<file path="config.mk">
export PLATFORM = sky130hd
export DESIGN_NAME = uart_rx
export DESIGN_NICKNAME = d
export VERILOG_FILES = /design/src/rtl/uart_rx.sv
export SDC_FILE = /design/constraint.sdc
export NUM_CORES = 1
export LEC_CHECK = 0
export ABC_AREA = 1
export BUFFER_PORTS_ARGS = -buffer_cell sky130_fd_sc_hd__buf_4
export CORE_ASPECT_RATIO = 1.4
export CORE_MARGIN = 1
export CORE_UTILIZATION = 39
export CTS_CLUSTER_SIZE = 30
export DETAILED_ROUTE_END_ITERATION = 16
export GPL_TIMING_DRIVEN = 1
export SYNTH_ARGS = -nofsm -noshare
export SYNTH_HDL_FRONTEND = slang
export SYNTH_SLANG_ARGS = --single-unit
</file>
<file path="constraint.sdc">
create_clock -name clk -period 4.39 [get_ports clk]
set_input_delay 0.878 -clock clk [delete_from_list [all_inputs] [get_ports clk]]
set_output_delay 0.878 -clock clk [all_outputs]
set_load 0.1 [all_outputs]
</file>
<file path="src/rtl/uart_rx.sv">
// 8N1 UART receiver with 16x oversampling derived from the system clock.
// Holds the last correctly framed byte behind a level-type valid flag.
module uart_rx #(
    parameter int CLK_FREQ  = 50_000_000,
    parameter int BAUD_RATE = 9600
) (
    input  logic       clk,
    input  logic       reset,
    input  logic       rx,
    input  logic       rx_en,
    output logic       rx_valid,
    output logic [7:0] rx_out
);

    localparam int BAUD_DIV = CLK_FREQ / (BAUD_RATE * 16);
    localparam int TW = (BAUD_DIV > 1) ? $clog2(BAUD_DIV) : 1;
    localparam logic [TW-1:0] TICK_MAX = TW'(BAUD_DIV - 1);

    localparam logic [1:0] IDLE  = 2'd0;
    localparam logic [1:0] START = 2'd1;
    localparam logic [1:0] DATA  = 2'd2;
    localparam logic [1:0] STOP  = 2'd3;

    logic          rx_meta_q, rx_s_q;
    logic [TW-1:0] tick_cnt_q, tick_cnt_d;
    logic          tick;
    logic [1:0]    state_q, state_d;
    logic [3:0]    smp_cnt_q, smp_cnt_d;
    logic [2:0]    bit_cnt_q, bit_cnt_d;
    logic [7:0]    shift_q, shift_d;
    logic [7:0]    rx_out_q, rx_out_d;
    logic          rx_valid_q, rx_valid_d;

    assign tick       = (tick_cnt_q == TICK_MAX);
    assign tick_cnt_d = tick ? '0 : tick_cnt_q + 1'b1;

    always_comb begin
        state_d    = state_q;
        smp_cnt_d  = smp_cnt_q;
        bit_cnt_d  = bit_cnt_q;
        shift_d    = shift_q;
        rx_out_d   = rx_out_q;
        rx_valid_d = rx_valid_q;
        if (tick) begin
            case (state_q)
                IDLE: begin
                    if (rx_en && !rx_s_q) begin
                        state_d   = START;
                        smp_cnt_d = 4'd0;
                    end
                end
                START: begin
                    if (smp_cnt_q == 4'd7) begin
                        if (rx_s_q) begin
                            state_d = IDLE;
                        end else begin
                            rx_valid_d = 1'b0;
                            smp_cnt_d  = 4'd0;
                            bit_cnt_d  = 3'd0;
                            state_d    = DATA;
                        end
                    end else begin
                        smp_cnt_d = smp_cnt_q + 4'd1;
                    end
                end
                DATA: begin
                    if (smp_cnt_q == 4'd15) begin
                        shift_d   = {rx_s_q, shift_q[7:1]};
                        smp_cnt_d = 4'd0;
                        bit_cnt_d = bit_cnt_q + 3'd1;
                        if (bit_cnt_q == 3'd7) begin
                            state_d = STOP;
                        end
                    end else begin
                        smp_cnt_d = smp_cnt_q + 4'd1;
                    end
                end
                default: begin
                    // Back to IDLE at mid-stop so an abutting start edge is caught.
                    if (smp_cnt_q == 4'd15) begin
                        if (rx_s_q) begin
                            rx_out_d   = shift_q;
                            rx_valid_d = 1'b1;
                        end
                        smp_cnt_d = 4'd0;
                        state_d   = IDLE;
                    end else begin
                        smp_cnt_d = smp_cnt_q + 4'd1;
                    end
                end
            endcase
        end
    end

    always_ff @(posedge clk or posedge reset) begin
        if (reset) begin
            rx_meta_q  <= 1'b1;
            rx_s_q     <= 1'b1;
            tick_cnt_q <= '0;
            state_q    <= IDLE;
            smp_cnt_q  <= 4'd0;
            bit_cnt_q  <= 3'd0;
            shift_q    <= 8'h00;
            rx_out_q   <= 8'h00;
            rx_valid_q <= 1'b0;
        end else begin
            rx_meta_q  <= rx;
            rx_s_q     <= rx_meta_q;
            tick_cnt_q <= tick_cnt_d;
            state_q    <= state_d;
            smp_cnt_q  <= smp_cnt_d;
            bit_cnt_q  <= bit_cnt_d;
            shift_q    <= shift_d;
            rx_out_q   <= rx_out_d;
            rx_valid_q <= rx_valid_d;
        end
    end

    assign rx_out   = rx_out_q;
    assign rx_valid = rx_valid_q;

endmodule

</file>
Yosys cells after proc, flatten, opt, wreduce, memory -nomap -nowiden
Cells that the tools add are included.

$add $sub $neg: 3. Equal/unequal tests: 12. Mux-type cells: 22. Bitwise operators: 2. Reductions and logical operators: 15.

Operators with widths (count): $mux 4 (4); $mux 2 (6); $reduce_and 6->1 (2); $ne 2x2->1 const B (5); $add 9x1->9 const B (1); $eq 9x9->1 const B (1); $mux 3 (3); $mux 9 (1); $pmux 4 s2 (1); $pmux 2 s3 (1); $pmux 3 s2 (1); $reduce_and 3->1 (2); $reduce_bool 2->1 (3); $reduce_and 5->1 (1); $add 4x1->4 const B (1); $eq 4x3->1 const B (1); $eq 4x4->1 const B (1); $mux 1 (4); $reduce_and 4->1 (1); $add 3x1->3 const B (1); $eq 3x3->1 const B (1); $ne 3x3->1 const B (1); $reduce_bool 3->1 (1); $reduce_or 3->1 (1); other kinds (8) (9).

Register bits after elaboration: 37. Bits of input ports: 4. Output and inout bits: 9.

Depth between registers and ports, before layout
Gate-level depths: netlist of the first run.

Word-level depth: 4. Mapped depth: 9.

Least setup slack after synthesis of the first run
OpenSTA, ideal clock, no wires.

Kind: register to output. Start: register rx_out_q[0] (netlist: rx_out[0]). End: output port rx_out[0]. Arrival time: 0.898 ns. Required time: 3.512 ns. Path slack: 2.614 ns. Stages on the path, launching flop included: 1. Cells stage by stage: dfrtp_1.

RTL lines: start, declared (RTL line 31) `logic [7:0] rx_out_q, rx_out_d;`; start signal, assigned (RTL line 114) `rx_out_q <= rx_out_d;`; end, declared (RTL line 12) `output logic [7:0] rx_out`.

No word-level cell between the ends.

Worst setup path in the final report of the first run
Start: register rx_out_q[0] (netlist: rx_out[0]). End: output port rx_out[0].

No word-level cell between the ends.

==> results of run 1 <==
[area by class of cell]
| type | count | area share |
|---|---|---|
| flip-flops and latches | 37 | 0.4282 |
| clock buffers | 5 | 0.03174 |
| inverters | 23 | 0.04385 |
| multi-input cells | 155 | 0.3941 |
| repair buffers | 13 | 0.04501 |
| clock inverters | 3 | 0.02135 |
| well taps | 62 | 0.03578 |
[stage by stage]
step                hold slack (ps)  cell area [um^2]  cells
global route                  362.1              2168    298
global placement              345.8              2053    290
finish                        356.6              2168    298
CTS                           358.8              2168    298
detailed placement            347.6              2053    290
floorplan                     345.2              1916    219
[how the worst min path moves through the flow]
stage	cells after the start	to
detailed placement	0	rx_s_q
finish	0	rx_s_q
floorplan	0	rx_s_q
global placement	0	rx_s_q
CTS	0	rx_s_q
global route	0	rx_s_q
[synthesized netlist by cell type]
cell type,instances,area (um^2)
o21ai_1,1,5.000
o21ai_0,3,15.01
nand3_4,2,35.03
clkinv_2,1,5.000
xnor2_1,1,8.760
nand4_1,23,143.9
nand3_1,12,60.06
buf_4,1,7.510
xor2_1,3,26.28
nand2_2,7,43.79
nor2_4,5,56.30
buf_6,2,22.52
nand3_2,2,20.02
dfstp_2,2,52.55
inv_2,7,26.28
ha_1,5,62.56
nor3_1,1,5.000
nor2_1,8,30.03
nand2_4,1,11.26
nand2_1,71,266.5
nor2_2,3,18.77
clkbuf_4,1,7.510
dfrtp_1,35,875.8
a21oi_1,6,30.03
nor3_4,1,16.27
inv_8,1,11.26
inv_1,14,52.55
[metal layers]
| metal | track usage | vias up | routed length (um) |
|---|---|---|---|
| met3 | 0.03659 | 8 | 95 |
| met1 | 0.2051 | 676 | 1623 |
| li1 | - | 751 | - |
| met5 | 0 | - | 0 |
| met2 | 0.2648 | 21 | 1818 |
| met4 | 0.07645 | 0 | 89 |
[power by group through the flow]
stage | combinational (mW) | sequential [mW] | clock (mW)
6_report | 0.0111 | 0.343 | 0.301
5_1_grt | 0.0131 | 0.343 | 0.323
4_1_cts | 0.0119 | 0.343 | 0.310
3_5_place_dp | 0.0119 | 0.350 | 0
3_3_place_gp | 0.0119 | 0.350 | 0
2_1_floorplan | 0.00680 | 0.349 | 0
[kinds of logic after synthesis]
family | Yosys count
AO/OA/AOI/OAI | 10
buffers and inverters | 27
AND/OR/NAND/NOR | 136
XOR/XNOR | 4
flip-flops | 37
adder cells (fa/ha/maj) | 5
[state kept, by name, summed over array words and instances, names as in the netlist]
register	count
shift_q	8
rx_meta_q	1
tick_cnt_q	9
rx_valid	1
rx_s_q	1
state_q	2
smp_cnt_q	4
rx_out	8
bit_cnt_q	3
==> run summary, run 1 <==
Setup total negative slack - 0 ps
Post-Place Setup Slack - 2752 ps
Leakage power summed over all cells - 1.126 nW
Final critical-path required period - 1832 ps
Share of synthesized area spent on multiplexers - 0
Chip width - 61.23 um
Number of fill cells - 471
Max incr delay on CP - 360 ps
Crit path launch type - register
Hpwl dp - 2.532 mm
# DRC - 0
Count of pins on the block boundary - 13
Top fanout value on the critical path - 2
Total internal power - 0.5151 mW
Part of the power in combinational logic - 0.017
Series of cell instances along the critical path - buf_4
Post-CTS clock slew at the launch and capture registers of the worst setup and hold paths - 80 ps
Final setup slack of the worst path - 2558 ps
Fin Clk Skew - 6.593 ps
Launching element of the worst setup path - rx_out[0]
Total number of yosys warnings - 0
Peak clock frequency supported by timing - 545.8 MHz
Least-Margin Pin Slew - 470.3 ps
Total number of clock tree sinks - 37
Category of cells accounting for the largest share of critical-path delay - flip-flops
Outcome - complete, no violations
Number of antenna violations at the first check in global routing - 0
Mapped cell area - 0.001916 mm^2
Classification of the worst setup path - register to output pin
Detailed-route vias per instance - 4.886
Switching power summed over all nets - 0.1404 mW
Final Slew Violations - 0
Setup repair bufs after CTS - 0
Max-cap violations - 0
Commonest non-fill, non-tap cell in the layout - nand2_1
Cell with the largest stage delay on the worst path - dfrtp_1
Clk pwr share - 0.460
Part of the power in registers - 0.523
Post-Synth Adder-Cell Area - 0.03266
Final Hold Vio Count - 0
Sequential cell area in the final layout - 928.4 um^2
Reg2Reg Capture Point - rx_out[7]
Fraction of synthesized cell area in xor and xnor cells - 0.01829
Drt initial violations - 51
Final net count - 244
Count of input and output buffers - 12
Portion of the clock cycle consumed by the worst path in the final layout - 0.4173
Unique masters post-synth - 27
Synth Area in Compound Gates - 0.02613
Routability cong. - 0.8025
Arrival time at the worst endpoint - 950 ps
Worst setup endpoint - rx_out[0]
Max-Slew Margin vs Limit - 0.6865
Starting density of the core - 0.4157
Core Box Area - 0.004608 mm^2
Most frequent cells in the layout - nand2_1, dfrtp_1, nand4_1, inv_1, buf_4
Number of buffers inserted by hold repair at cts - 0
Overall via count from detail_route - 1,456
Antenna cell count - 0
Category of the worst setup path capture point - output pin
Sequential cell area fraction in the yosys report - 0.4847
GR Util All Layers - 0.1649
Root Driver - clkbuf_8
Path class of the lowest-slack min-delay path - register to register
Fraction of layout instances using a drive strength above 1 - 0.2246
Post-synthesis share of cell area spent on and, or, nand and nor gates - 0.3690
Startpoint of the tightest hold check path - rx_meta_q
Mean area per synthesized cell - 8.747 um^2
End-of-flow core utilization - 0.4705
Number of cells on the critical path - 1
Global-route wire length before repair - 6.320 mm
Final setup violation count - 0
Std cell rows - 29
Worst VDD drop - 0.2051 mV
Maximum number of pins on one net before global-route repair - 38
Die height - 84.93 um
Clock tree from TritonCTS - built
WP data required - 3510 ps
Largest family of logic cells by synthesized area - simple AND/OR/NAND/NOR gates
Cell area power density - 302.3 mW/mm^2
Clock H-tree levels - 2
RSZ-0062 raised after global routing - false
Depth of the worst register-to-register path - 9
Buffer and inverter count on the worst path - 1
Vias in the first global route - 1,414
First-pass iteration count of the detailed router - 4
Wire length reported by the detailed router - 3.625 mm
Routed len/inst - 12.16 um
Layout-stage area growth over the synthesis result - 13.19%
Post-synthesis sequential element count - 37
Sw frac - 0.2142
Skew-Pair Late Insertion Delay - 290 ps
Post-route total power - 0.6555 mW
Mapped Cells - 219
GRT Residual Overflow - 0
CTS buffer count - 5
Post-Synthesis Net Count - 228
Number of nets still failing antenna checks after routing - 0
Total Die Area - 0.005200 mm^2
Total area of multi-input combinational cells - 854.6 um^2
Reg-to-reg startpoint - tick_cnt_q[0]
Register-to-Register Setup Slack - 2810 ps
Number of buffers on the longest clock path - 2
Post-CTS sizing - 0
No activity file was read; power rests on OpenSTA's default activity.
==> run 2: changes to the inputs <==
--- a/config.mk
+++ b/config.mk
@@ -5,7 +5,7 @@
 export SDC_FILE = /design/constraint.sdc
 export NUM_CORES = 1
 export LEC_CHECK = 0
-export ABC_AREA = 1
+export ABC_AREA = 0
 export BUFFER_PORTS_ARGS = -buffer_cell sky130_fd_sc_hd__buf_4
 export CORE_ASPECT_RATIO = 1.4
 export CORE_MARGIN = 1
==> constraint.sdc (replaced) <==
create_clock -name clk -period 1.85 [get_ports clk]
set_input_delay 0.37 -clock clk [delete_from_list [all_inputs] [get_ports clk]]
set_output_delay 0.37 -clock clk [all_outputs]
set_load 0.1 [all_outputs]
==> run summary, run 2 <==
Most common cell in the netlist - dfrtp_1
Depth of the worst register-to-register path - 7
Drt initial violations - 10
Clock H-tree levels - 2
Vias in the first global route - 1,165
Skew-Pair Late Insertion Delay - 290 ps
Final Hold Vio Count - 0
Total number of clock tree sinks - 37
Area share of the largest cell type after synthesis - 0.5128
Overall via count from detail_route - 1,140
GRT Residual Overflow - 0
# DRC - 0
Number of buffers on the longest clock path - 2
Final Slew Violations - 0
Total number of yosys warnings - 0
Portion of the clock cycle consumed by the worst path in the final layout - 0.9804
Post-CTS clock slew at the launch and capture registers of the worst setup and hold paths - 70 ps
Category of the worst setup path capture point - register
Reg-to-reg startpoint - tick_cnt_q[0]
Number of nets still failing antenna checks after routing - 0
Sequential cell area fraction in the yosys report - 0.5436
Hpwl dp - 2.332 mm
Worst hold slack - 188.0 ps
Most common library cells after synthesis - dfrtp_1, mux2_2, nor2_1
Die height - 80.30 um
Number of flip-flops in the largest register - 9
Largest reg by FF count - tick_cnt_q
Post-synthesis sequential element count - 37
Post-route total power - 1.549 mW
Commonest non-fill, non-tap cell in the layout - dfrtp_1
Outcome - complete, no violations
Std cell rows - 28
Peak clock frequency supported by timing - 551.4 MHz
Fin Clk Skew - 8.183 ps
Routability cong. - 0.7484
Classification of the worst setup path - register to register
Launching element of the worst setup path - tick_cnt_q[0]
WP data required - 2020 ps
Final setup slack of the worst path - 36.31 ps
GR Util All Layers - 0.1547
Cell accounting for the most synthesized area - dfrtp_1
Total Die Area - 0.004652 mm^2
Mapped cell area - 0.001708 mm^2
Number of buffers inserted by hold repair at cts - 0
Post-route standard cell area excluding fillers - 0.002126 mm^2
Leakage power summed over all cells - 1.061 nW
Fraction of layout instances using a drive strength above 1 - 0.3964
Count of pins on the block boundary - 13
Setup total negative slack - 0 ps
Antenna cell count - 0
Root Driver - clkbuf_8
Starting density of the core - 0.4062
Maximum number of pins on one net before global-route repair - 38
Ys async rst share - 1.000
RSZ-0062 raised after global routing - true
First-pass iteration count of the detailed router - 4
DP Area - 0.001959 mm^2
Final setup violation count - 0
Mean area per synthesized cell - 12.65 um^2
Number of fill cells - 384
Dominant cells by area after synthesis - dfrtp_1, mux2_2, mux2_4
Global-route wire length before repair - 5.292 mm
Cell area power density - 728.9 mW/mm^2
Worst VDD drop - 0.4962 mV
Unique masters post-synth - 39
Max-Slew Margin vs Limit - 0.6905
Count of input and output buffers - 12
Path class of the lowest-slack min-delay path - input pin to async pin
Post-Synthesis Net Count - 144
CTS buffer count - 5
Count of flip-flops with a built-in enable after synthesis - 0
Post-Place Setup Slack - -20.01 ps
Number of antenna violations at the first check in global routing - 0
Wire length reported by the detailed router - 3.154 mm
Final critical-path required period - 1814 ps
Least-Margin Pin Slew - 464.2 ps
Max-cap violations - 0
Crit path launch type - register
Mapped Cells - 135
Most frequent cells in the layout - dfrtp_1, buf_4, mux2_2, nor2_1
Layout-stage area growth over the synthesis result - 24.47%
Arrival time at the worst endpoint - 1990 ps
Detailed-route vias per instance - 5.327
Final net count - 177
Primary flip-flop cell chosen by synthesis mapping - dfrtp_1
Top fanout value on the critical path - 5
Clock tree from TritonCTS - built
Core Box Area - 0.004204 mm^2
Routed len/inst - 14.74 um
Chip width - 57.93 um
==> run 2: changes by cell type in the layout (fill, tap and decap cells not counted), sizes merged, moves of 3 or more <==
cell   delta
a21oi     -5
and3      +3
buf      +18
inv      -17
mux2     +21
nand2    -74
nand3     -8
nand4    -22
nor2      -6
o41ai     +3
xnor2     +3
==> run 2: worst paths after layout <==
| kind | end | slack, ps |
|---|---|---|
| max | rx_out[4] | 40 |
| min | tick_cnt_q[5] | 190 |
| max reg2reg | rx_out[4] | 40 |
| max in group asynchronous | rx_s_q | 1310 |
| min in group clk | rx_meta_q | 190 |
| min reg2reg | rx_s_q | 360 |
==> run 2: kinds of logic (layout without fill, tap and decap cells) <==
kind of cell | Yosys count | count (layout) | share of synthesized area
compound gates | 14 | 14 | 0.06008
xor+xnor | 8 | 8 | 0.04102
simple gates | 40 | 40 | 0.1355
fa+ha+maj | 5 | 5 | 0.03663
flops | 37 | 37 | 0.5436
buf+inv | 10 | 44 | 0.02710
mux | 21 | 21 | 0.1560
==> run 2: power by group <==
group	internal, mW	switching (mW)
sequential	0.813	0.00220
clock	0.439	0.272
combinational	0.00636	0.0170
total	1.26	0.291
==> run 2: stage by stage <==
stage          std cells  utilization
2_1_floorplan        135            -
3_3_place_gp         203       0.4661
3_5_place_dp         203       0.4661
4_1_cts              212       0.4985
5_1_grt              214       0.5057
6_report             214       0.5057
==> run 2: area by class of cell <==
cell class	instances	area, um^2	share of cell area
sequential	37	928.4	0.4367
multi-input combinational	88	753.2	0.3543
timing repair buffer	31	252.7	0.1189
clock buffer	7	86.33	0.04061
tap	45	56.30	0.02649
clock inverter	1	30.03	0.01413
inverter	5	18.77	0.008829
==> run 2: repair_timing <==
| item | CTS | global route |
|---|---|---|
| resized for setup | 3 | 2 |
| pin swaps | 0 | 1 |
| setup buffers | 1 | 2 |
| endpoints found under the setup margin | 8 | 18 |
==> run 2: routing by layer <==
metal,wire [um],track usage,share of wire,vias to the layer above
met2,1639,0.2701,0.52,15
met5,0,0,0,-
met4,57,0.06429,0.018,0
li1,-,-,-,544
met3,101,0.04670,0.032,6
met1,1355,0.1719,0.43,575
==> run 2: critical path, stage by stage (launching register included) <==
cell      delay (ps)
dfrtp_1          380
inv_1             60
ha_1             130
and4bb_2         240
nand2_2           60
or3_4            390
buf_6            150
mux2_4           290
==> run 3: changes to the inputs <==
--- a/config.mk
+++ b/config.mk
@@ -13,6 +13,7 @@
 export CTS_CLUSTER_SIZE = 30
 export DETAILED_ROUTE_END_ITERATION = 16
 export GPL_TIMING_DRIVEN = 1
+export HOLD_SLACK_MARGIN = 0.03
 export SYNTH_ARGS = -nofsm -noshare
 export SYNTH_HDL_FRONTEND = slang
 export SYNTH_SLANG_ARGS = --single-unit
==> constraint.sdc (replaced) <==
create_clock -name clk -period 1.5 [get_ports clk]
set_input_delay 0.3 -clock clk [delete_from_list [all_inputs] [get_ports clk]]
set_output_delay 0.3 -clock clk [all_outputs]
set_load 0.1 [all_outputs]
==> run summary, run 3 (synthesized netlist as in run 2, its figures left out) <==
Outcome - complete, but fails checks
Failing checks - design-rule violations, negative setup slack
Least-Margin Pin Slew - 334.6 ps
Total Die Area - 0.004652 mm^2
Path class of the lowest-slack min-delay path - input pin to async pin
Vias in the first global route - 1,257
Count of pins on the block boundary - 13
Core Box Area - 0.004204 mm^2
Final setup violation count - 26
Sequential cell area in the final layout - 928.4 um^2
Final Hold Vio Count - 0
Arrival time at the worst endpoint - 1990 ps
Number of buffers on the longest clock path - 2
Max-cap violations - 0
Number of nets still failing antenna checks after routing - 0
Starting density of the core - 0.4062
Final setup slack of the worst path - -314.7 ps
Worst hold slack - 53.94 ps
Post-CTS clock slew at the launch and capture registers of the worst setup and hold paths - 80 ps
Detailed-route vias per instance - 5.227
Number of antenna violations at the first check in global routing - 0
Number of flip-flops in the largest register - 9
CTS buffer count - 5
Number of fill cells - 371
Crit path launch type - register
RSZ-0062 raised after global routing - true
Skew-Pair Late Insertion Delay - 290 ps
Fin Clk Skew - 8.133 ps
Most frequent cells in the layout - buf_4, dfrtp_1, mux2_4, nor2_1
Category of the worst setup path capture point - register
GR Util All Layers - 0.1617
Classification of the worst setup path - register to register
Max-Slew Margin vs Limit - 0.7759
Fraction of layout instances using a drive strength above 1 - 0.4946
Leakage power summed over all cells - 1.159 nW
Hpwl dp - 2.294 mm
Total number of clock tree sinks - 37
Final net count - 192
Routability cong. - 0.8481
Drt initial violations - 20
Cell area power density - 760.6 mW/mm^2
Root Driver - clkbuf_8
Final Slew Violations - 0
Layout-stage area growth over the synthesis result - 36.12%
Overall via count from detail_route - 1,197
Global-route wire length before repair - 5.609 mm
GRT Residual Overflow - 0
Post-Place Setup Slack - -333.5 ps
Final critical-path required period - 1815 ps
Clock H-tree levels - 2
Top fanout value on the critical path - 5
Portion of the clock cycle consumed by the worst path in the final layout - 1.210
# DRC - 1
Maximum number of pins on one net before global-route repair - 38
Peak clock frequency supported by timing - 551.0 MHz
Std cell rows - 28
Largest reg by FF count - tick_cnt_q
Die height - 80.30 um
Routed len/inst - 14.48 um
Wire length reported by the detailed router - 3.315 mm
Total area of multi-input combinational cells - 847.1 um^2
Worst VDD drop - 0.4968 mV
Count of input and output buffers - 12
Antenna cell count - 0
Number of buffers inserted by hold repair at cts - 0
Chip width - 57.93 um
First-pass iteration count of the detailed router - 10
Commonest non-fill, non-tap cell in the layout - buf_4
Clock tree from TritonCTS - built
WP data required - 1680 ps
run 3: routing by layer:
| metal | track usage | share of wire | wire length [um] |
|---|---|---|---|
| met1 | 0.1827 | 0.41 | 1365 |
| met2 | 0.2839 | 0.55 | 1818 |
| met3 | 0.03382 | 0.020 | 66 |
| met4 | 0.07857 | 0.020 | 65 |
| met5 | 0 | 0 | 0 |
run 3: timing repair:
item	CTS	global route
endpoints found under the setup margin	26	28
cloned	1	0
resized for setup	12	4
buffers inserted	3	2
pin swaps	4	4
run 3: worst paths after layout:
path / cells after the start / end / startpoint / slack, ps
min reg2reg: 0 / rx_s_q / rx_meta_q / 360
max in group asynchronous: 3 / rx_meta_q / reset / 1190
min: 3 / rx_out[4] / reset / 50
max reg2reg: 7 / rx_out[5] / tick_cnt_q[0] / -310
max: 7 / rx_out[5] / tick_cnt_q[0] / -310
min in group clk: 1 / rx_meta_q / rx / 110
run 3: layout make-up:
| cell class | instances | share of cell area |
|---|---|---|
| clock buffers | 6 | 0.03552 |
| clock inverters | 2 | 0.005920 |
| inverters | 5 | 0.008073 |
| multi-input cells | 88 | 0.3644 |
| flip-flops and latches | 37 | 0.3994 |
| well taps | 45 | 0.02422 |
| repair buffers | 46 | 0.1625 |
run 3: worst max-delay path, cell delays in order, from the launching register on:
cell and delay, ps:
dfrtp_1 390, inv_1 60, ha_1 130, and4bb_2 270, nand2_4 50, or3_4 350
buf_6 150, mux2_4 290
run 3: power breakdown:
part,leakage (nW),internal [mW],switching [mW]
Clock,0.0512,0.372,0.356
Combinational,0.623,0.0133,0.0236
Sequential,0.485,1.00,0.00156
run 3: stage by stage:
step	area [um^2]	utilization	TNS [ps]	instances	power, mW
after floorplan	1762	-	-4891	135	1.039
after global placement	2113	0.5027	-4874	216	1.060
after detailed placement	2113	0.5027	-6009	216	1.060
after CTS	2291	0.5449	-6224	228	1.798
after global routing	2325	0.5530	-8022	229	1.835
final	2325	0.5530	-6274	229	1.768
